==> config.mk <==
export PLATFORM = sky130hd
export DESIGN_NAME = mem_port_arbiter
export DESIGN_NICKNAME = d
export VERILOG_FILES = /design/src/rtl/mem_port_arbiter.sv
export SDC_FILE = /design/constraint.sdc
export NUM_CORES = 1
export LEC_CHECK = 0
export ABC_AREA = 1
export BUFFER_PORTS_ARGS = -buffer_cell sky130_fd_sc_hd__clkbuf_2
export CAP_MARGIN = 30
export CORE_MARGIN = 4
export CORE_UTILIZATION = 48
export DETAILED_ROUTE_END_ITERATION = 10
export HOLD_SLACK_MARGIN = 0.03
export PLACE_DENSITY = 0.81
export SYNTH_ARGS = -nofsm -noshare
export SYNTH_HDL_FRONTEND = slang
export SYNTH_SLANG_ARGS = --single-unit
==> constraint.sdc <==
create_clock -name clk -period 2.48 [get_ports clk]
set_clock_uncertainty 0.05 [all_clocks]
set_input_delay 0.372 -clock clk [delete_from_list [all_inputs] [get_ports clk]]
set_output_delay 0.372 -clock clk [all_outputs]
set_load 0.03 [all_outputs]
==> src/rtl/mem_port_arbiter.sv <==
// Shares a single-ported, fixed-latency memory between the fetch (I) and data (D) ports.
// D wins ties. The port completing in a cycle is left out of that cycle's arbitration.
module mem_port_arbiter #(
  parameter int unsigned WORD_SIZE   = 16,
  parameter int unsigned MEM_LATENCY = 2,
  parameter int unsigned CNT_WIDTH   = 16
) (
  input  logic                 clk,
  input  logic                 reset,
  input  logic                 i_read,
  input  logic [WORD_SIZE-1:0] i_address,
  input  logic                 i_cancel,
  output logic                 i_ready,
  output logic [WORD_SIZE-1:0] i_data,
  input  logic                 d_read,
  input  logic                 d_write,
  input  logic [WORD_SIZE-1:0] d_address,
  input  logic [WORD_SIZE-1:0] d_wdata,
  output logic                 d_ready,
  output logic                 d_next_ready,
  output logic [WORD_SIZE-1:0] d_rdata,
  output logic                 m_read,
  output logic                 m_write,
  output logic [WORD_SIZE-1:0] m_address,
  output logic [WORD_SIZE-1:0] m_wdata,
  input  logic [WORD_SIZE-1:0] m_rdata,
  output logic [CNT_WIDTH-1:0] i_stall_cnt,
  output logic [CNT_WIDTH-1:0] d_stall_cnt
);

  localparam int unsigned CntW = (MEM_LATENCY > 1) ? $clog2(MEM_LATENCY) : 1;
  localparam logic [CntW-1:0] CntLoad = CntW'(MEM_LATENCY - 1);

  typedef enum logic [1:0] {StIdle, StBusyI, StBusyD} state_e;

  state_e               state_q, state_d;
  logic [CntW-1:0]      cnt_q, cnt_d;
  logic                 drop_q, drop_d;
  logic                 m_read_q, m_read_d;
  logic                 m_write_q, m_write_d;
  logic [WORD_SIZE-1:0] m_address_q, m_address_d;
  logic [WORD_SIZE-1:0] m_wdata_q, m_wdata_d;
  logic [CNT_WIDTH-1:0] i_stall_q, i_stall_d;
  logic [CNT_WIDTH-1:0] d_stall_q, d_stall_d;

  logic busy_i, busy_d, done, arb, d_req, d_ok, i_ok, grant_d, grant_i, i_wait, d_wait;

  assign busy_i = (state_q == StBusyI);
  assign busy_d = (state_q == StBusyD);
  assign done   = (busy_i || busy_d) && (cnt_q == '0);
  assign arb    = (state_q == StIdle) || done;
  assign d_req  = d_read || d_write;

  // The completing port is excluded so a persistent requester alternates with the other port.
  assign d_ok    = d_req && !(busy_d && done);
  assign i_ok    = i_read && !i_cancel && !(busy_i && done);
  assign grant_d = arb && d_ok;
  assign grant_i = arb && i_ok && !d_ok;

  assign i_wait = i_read && !i_cancel && !busy_i && !grant_i && (busy_d || grant_d);
  assign d_wait = d_req && !busy_d && !grant_d && (busy_i || grant_i);

  always_comb begin
    state_d     = state_q;
    cnt_d       = cnt_q;
    drop_d      = drop_q;
    m_read_d    = m_read_q;
    m_write_d   = m_write_q;
    m_address_d = m_address_q;
    m_wdata_d   = m_wdata_q;
    if (grant_d) begin
      state_d     = StBusyD;
      cnt_d       = CntLoad;
      drop_d      = 1'b0;
      m_read_d    = !d_write;
      m_write_d   = d_write;
      m_address_d = d_address;
      m_wdata_d   = d_write ? d_wdata : '0;
    end else if (grant_i) begin
      state_d     = StBusyI;
      cnt_d       = CntLoad;
      drop_d      = 1'b0;
      m_read_d    = 1'b1;
      m_write_d   = 1'b0;
      m_address_d = i_address;
      m_wdata_d   = '0;
    end else if (arb) begin
      state_d     = StIdle;
      cnt_d       = '0;
      drop_d      = 1'b0;
      m_read_d    = 1'b0;
      m_write_d   = 1'b0;
      m_address_d = '0;
      m_wdata_d   = '0;
    end else begin
      cnt_d  = cnt_q - CntW'(1);
      // A flushed fetch keeps the memory busy until it finishes; only its ready is hidden.
      drop_d = drop_q || (busy_i && i_cancel);
    end
  end

  always_comb begin
    i_stall_d = i_stall_q;
    d_stall_d = d_stall_q;
    if (i_wait && (i_stall_q != '1)) i_stall_d = i_stall_q + CNT_WIDTH'(1);
    if (d_wait && (d_stall_q != '1)) d_stall_d = d_stall_q + CNT_WIDTH'(1);
  end

  always_ff @(posedge clk) begin
    if (reset) begin
      state_q     <= StIdle;
      cnt_q       <= '0;
      drop_q      <= 1'b0;
      m_read_q    <= 1'b0;
      m_write_q   <= 1'b0;
      m_address_q <= '0;
      m_wdata_q   <= '0;
      i_stall_q   <= '0;
      d_stall_q   <= '0;
    end else begin
      state_q     <= state_d;
      cnt_q       <= cnt_d;
      drop_q      <= drop_d;
      m_read_q    <= m_read_d;
      m_write_q   <= m_write_d;
      m_address_q <= m_address_d;
      m_wdata_q   <= m_wdata_d;
      i_stall_q   <= i_stall_d;
      d_stall_q   <= d_stall_d;
    end
  end

  assign m_read      = m_read_q;
  assign m_write     = m_write_q;
  assign m_address   = m_address_q;
  assign m_wdata     = m_wdata_q;
  assign i_stall_cnt = i_stall_q;
  assign d_stall_cnt = d_stall_q;

  assign i_data  = m_rdata;
  assign d_rdata = m_rdata;

  // Ready pulses are masked during reset so an aborted access never reports completion.
  assign i_ready = busy_i && done && !drop_q && !i_cancel && !reset;
  assign d_ready = busy_d && done && !reset;
  assign d_next_ready = !reset &&
                        ((MEM_LATENCY == 1) ? grant_d : (busy_d && (cnt_q == CntW'(1))));

endmodule
==> flow_summary.json, run 1 <==
{
  "grt_max_degree": 48,
  "hold_viol_final": 0,
  "io_pins": 171,
  "postCtsHoldBufs": 0,
  "period_share_pct": 89.0,
  "dieArea_um2": 9510,
  "dp_cells": 717,
  "path_cells": "inv_1, ha_1, nand2_2, nand2_4, clkinv_4, nor2_8, nand3_2, o21ai_0",
  "max_stage_delay_ps": 350,
  "required_ps": 2690,
  "ys_top_cells_by_area": "dfxtp_1 36%, nand2_1 11%, nand3_1 9.0%",
  "wire_per_inst_um": 12.5,
  "synth_most_common_cell": "nand2_1",
  "yosysWarnings": 0,
  "diodes": 0,
  "max_freq_mhz": 453,
  "power.leakage_nw": 2.03,
  "startpoint": "state_q[0]",
  "rsz0062_at_grt": "false",
  "ys_ff_latch": 70,
  "criticalPathCategory": "flip-flop to flip-flop",
  "grt_pass1_wl_um": 15200,
  "die_y_um": 97.5,
  "yosys.area.top_type": "dfxtp_1",
  "tightest_slew_ps": 563,
  "setup_viol": 0,
  "maxCapViolations": 0,
  "synth_ff_type": "dfxtp_1",
  "totalWireLength_um": 9140,
  "cts_tree": "done",
  "vias_per_cell": 5.09,
  "clock_latency_ps": 340,
  "vias": 3730,
  "drive_gt1_share_pct": 28.8,
  "final_core_util_pct": 57.0,
  "drv_slew": 0,
  "outcome": "complete, no violations",
  "start_kind": "flip-flop",
  "relSlewSlack_pct": 62.4,
  "tns_ps": 0,
  "synth.cell_area_um2": 3840,
  "critPathArrivalTime_ps": 2420,
  "path_buf_inv": 2,
  "ctsRootBufferMaster": "clkbuf_8",
  "clock-sinks": 70,
  "remaining_drc_errors": 0,
  "critPathMaxFanout": 39,
  "nets": 701,
  "stdcell_count": 733,
  "post-cts-setup-buffers": 0,
  "numCtsBuffers": 9,
  "portBuffers": 122,
  "cts_max_path_buffers": 2,
  "path_delay_family": "simple AND/OR/NAND/NOR gates",
  "syn_area_per_cell_um2": 7.08,
  "seq_area_frac_synth_pct": 36.4,
  "grt_usage_pct": 18.8,
  "hold_path.class": "input port to flip-flop",
  "synthArstFlopShare_pct": 0,
  "holdCritStartpoint": "d_wdata[0]",
  "clkTransAtPathRegs_ps": 80,
  "num_rows": 32,
  "cts-resized-gates": 0,
  "pwr_density_cell_nw_per_um2": 619,
  "crit_path_top_delay_cell": "dfxtp_1",
  "synth-edff-count": 0,
  "drt_iter0_markers": 173,
  "antenna_found_initial": 0,
  "r2r-start": "state_q[0]",
  "peakVddDrop_v": 0.000442,
  "grt_pass1_vias": 3473,
  "gp_congestion": 0.838,
  "syn_nets": 618,
  "dp_hpwl_um": 6850,
  "dr.pass1.iters": 4,
  "area_growth_pct": 15.2,
  "core_um2": 7770,
  "initial_core_util_pct": 49.5,
  "overflow": 0,
  "end_kind": "flip-flop",
  "min_period_ps": 2210,
  "hold_ws_ps": 208,
  "synth_cell_types": 36,
  "htreeDepth": 3,
  "synthCells": 543,
  "netlist_top_cells_count": "111 x nand2_1, 75 x nor2_1, 70 x dfxtp_1, 69 x nand3_1, 45 x inv_1",
  "synth_top_area_share_pct": 36.4,
  "ant_nets": 0,
  "die_width_um": 97.5
}
## kinds of logic after synthesis
| kind of cell | after synthesis | share of synthesized area [%] |
|---|---|---|
| fa+ha+maj | 5 | 1.63 |
| flops | 70 | 36.4 |
| compound gates | 68 | 10.7 |
| buf+inv | 106 | 14.9 |
| simple gates | 291 | 35.6 |
| xor+xnor | 3 | 0.683 |
## area by class of cell
cell class                      instances  area, um2
Clock buffer                           12        165
Clock inverter                          4       28.8
Fill cell                             739       3340
Inverter                               53        204
Multi-Input combinational cell        367       1870
Sequential cell                        70       1400
Tap cell                              102        128
Timing Repair Buffer                  125        633
## metal layers
layer / routed length (um) / up-vias / track usage, %
met5: 0 / - / 0
met1: 4020 / 1668 / 22.7
met4: 104 / 0 / 5.75
li1: - / 1897 / -
met3: 857 / 14 / 7.32
met2: 4150 / 151 / 30.9
## per-stage QoR
stage / area (um2) / setup slack [ps] / total power, W
after floorplan: 3840 / 278 / 0.00183
after global placement: 4240 / 390 / 0.00187
after detailed placement: 4240 / 251 / 0.00189
after CTS: 4430 / 237 / 0.00278
after global routing: 4430 / 42.2 / 0.00289
final: 4430 / 272 / 0.00274
## cells in the final DEF (no fill, tap or decap), drive strengths merged
cell type  count
clkbuf       134
a21oi         30
xor2           2
nand3b         1
nor4           1
or2            1
nand2        117
ha             5
o22ai          2
nor3           2
dfxtp         70
nand3         75
nand4         11
clkinvlp       2
xnor2          1
buf            3
a31oi         17
nor2          83
o21ai         19
inv           52
clkinv         3
## final timing paths
check | end | slack, ps | cells after the start
worst max-delay path | m_wdata[14] | 270 | 8
worst min-delay path | m_wdata[0] | 210 | 3
worst min register to register | m_write | 430 | 2
worst max register to register | m_wdata[14] | 270 | 8
## registers in the layout, summed over array words and instances (netlist names)
register / flops
m_write: 1
i_stall_cnt: 16
drop_q: 1
cnt_q: 1
state_q: 2
m_read: 1
m_wdata: 16
m_address: 16
d_stall_cnt: 16
## worst register-to-register path: cells and delay by family, from the launching register on
kind / cells / cell delay [ps]
AND/OR/NAND/NOR: 4 / 820
flip-flops: 1 / 350
buffers and inverters: 2 / 340
adder cells (fa/ha/maj): 1 / 330
AO/OA/AOI/OAI: 1 / 250
## power by group
part,leakage [nW],internal (W),switching [W]
logic,1.36,0.000175,0.000438
clock network,0.0950,0.000447,0.000432
registers,0.570,0.00120,0.0000512
Power figures use the tool's default switching activity.
==> run 2, diff against run 1 <==
--- a/config.mk
+++ b/config.mk
@@ -13,6 +13,8 @@
 export DETAILED_ROUTE_END_ITERATION = 10
 export HOLD_SLACK_MARGIN = 0.03
 export PLACE_DENSITY = 0.81
+export RECOVER_POWER = 25
+export REMOVE_ABC_BUFFERS = 1
 export SYNTH_ARGS = -nofsm -noshare
 export SYNTH_HDL_FRONTEND = slang
 export SYNTH_SLANG_ARGS = --single-unit
==> flow_summary.json, run 2 (same netlist as run 1, synthesis figures left out) <==
{
  "layout_commonest_cell": "clkbuf_2",
  "power.leakage_nw": 2.01,
  "ant_nets": 0,
  "dp_hpwl_um": 7440,
  "min_period_ps": 2220,
  "hold_ws_ps": 209,
  "vias_per_cell": 5.13,
  "initial_core_util_pct": 49.5,
  "gp_congestion": 0.801,
  "outcome": "complete, no violations",
  "dieArea_um2": 9510,
  "clock_latency_ps": 340,
  "start_kind": "flip-flop",
  "final_cell_mix": "112 x clkbuf_2, 111 x nand2_1, 75 x nor2_1",
  "cts_tree": "done",
  "r2r-start": "state_q[0]",
  "drv_slew": 0,
  "drt_iter0_markers": 105,
  "antenna_found_initial": 0,
  "core_um2": 7770,
  "critPathArrivalTime_ps": 2440,
  "htreeDepth": 3,
  "grt_usage_pct": 21.1,
  "wire_per_inst_um": 13.5,
  "reg2reg_to": "m_address[11]",
  "ctsRootBufferMaster": "clkbuf_8",
  "portBuffers": 122,
  "rsz0062_at_grt": "false",
  "postCtsHoldBufs": 0,
  "rr_worst_depth": 8,
  "cp-endpoint": "m_address[11]",
  "multi_input_area_um2": 1870,
  "relSlewSlack_pct": 58.2,
  "placed_area_um2": 4240,
  "end_kind": "flip-flop",
  "critPathMaxFanout": 39,
  "hold_viol_final": 0,
  "final_core_util_pct": 57.4,
  "final_cell_area_um2": 4460,
  "tightest_slew_ps": 625,
  "fillers": 754,
  "grt_pass1_vias": 3625,
  "cts-resized-gates": 0,
  "total_power_w": 0.00292,
  "crit_path_top_delay_cell": "nor3_4",
  "pwr_density_cell_nw_per_um2": 655,
  "clock-sinks": 70,
  "required_ps": 2700,
  "area_growth_pct": 15.9,
  "path_delay_family": "simple AND/OR/NAND/NOR gates",
  "grt_max_degree": 48,
  "crit_cells": 8,
  "startpoint": "state_q[0]",
  "clkTransAtPathRegs_ps": 80,
  "vias": 3759,
  "dr.pass1.iters": 6,
  "remaining_drc_errors": 0,
  "die_width_um": 97.5,
  "nets": 701,
  "peakVddDrop_v": 0.000413,
  "numCtsBuffers": 9,
  "rrSetupSlack_ps": 260,
  "hold_path.class": "input port to flip-flop",
  "max_freq_mhz": 450,
  "path_buf_inv": 2,
  "grt_pass1_wl_um": 16700,
  "setup_viol": 0,
  "totalWireLength_um": 9900,
  "maxCapViolations": 0,
  "io_pins": 171,
  "overflow": 0,
  "drive_gt1_share_pct": 27.3,
  "max_stage_delay_ps": 580,
  "criticalPathCategory": "flip-flop to flip-flop",
  "cts_max_path_buffers": 2,
  "diodes": 0,
  "die_y_um": 97.5,
  "post-cts-setup-buffers": 0,
  "regArea_um2": 1400,
  "num_rows": 32,
  "period_share_pct": 89.6,
  "path_cells": "inv_1, ha_1, nand2_2, nand2_4, clkinv_4, nor3_4, nand3_1, a31oi_1"
}
-- run 2: worst register-to-register path: cells and delay by family (launching register included) --
family          cells  cell delay, ps
buf+inv             2             340
fa+ha+maj           1             330
compound gates      1             170
flops               1             350
simple gates        4             910
-- run 2: layout make-up --
class                   count  area share, %
inverters                  53           4.58
clock inverters             5           1.82
repair buffers            125           13.9
clock buffers              11           3.40
multi-input cells         367           42.0
well taps                 102           2.86
flip-flops and latches     70           31.4
-- run 2: worst min path at each step --
stage	from	end	slack, ps	depth (start not counted)
finish	d_wdata[8]	m_wdata[8]	210	3
global route	d_wdata[8]	m_wdata[8]	190	3
CTS	d_wdata[8]	m_wdata[8]	190	3
detailed placement	m_write	m_write	410	2
global placement	drop_q	drop_q	410	2
floorplan	reset	cnt_q	390	1
-- run 2: per-stage QoR --
stage               TNS, ps  std cells  setup WS (ps)
finish                    0        733            258
global route              0        733           53.3
CTS                       0        733            259
detailed placement        0        717            277
global placement          0        717            388
floorplan             -29.5        490          -29.5
-- run 2: where the power goes --
part	internal [W]	switching, W	total (W)
Combinational	0.000171	0.000440	0.000612
Clock	0.000621	0.000440	0.00106
Sequential	0.00120	0.0000485	0.00124
-- run 2: metal layers --
layer  global-route usage [%]  up-vias  routed length [um]
met2                     33.1      164                4460
met4                     7.67        2                 149
met1                     25.6     1677                4310
li1                         -     1900                   -
met3                     8.90       16                 929
met5                     4.40        -                  44
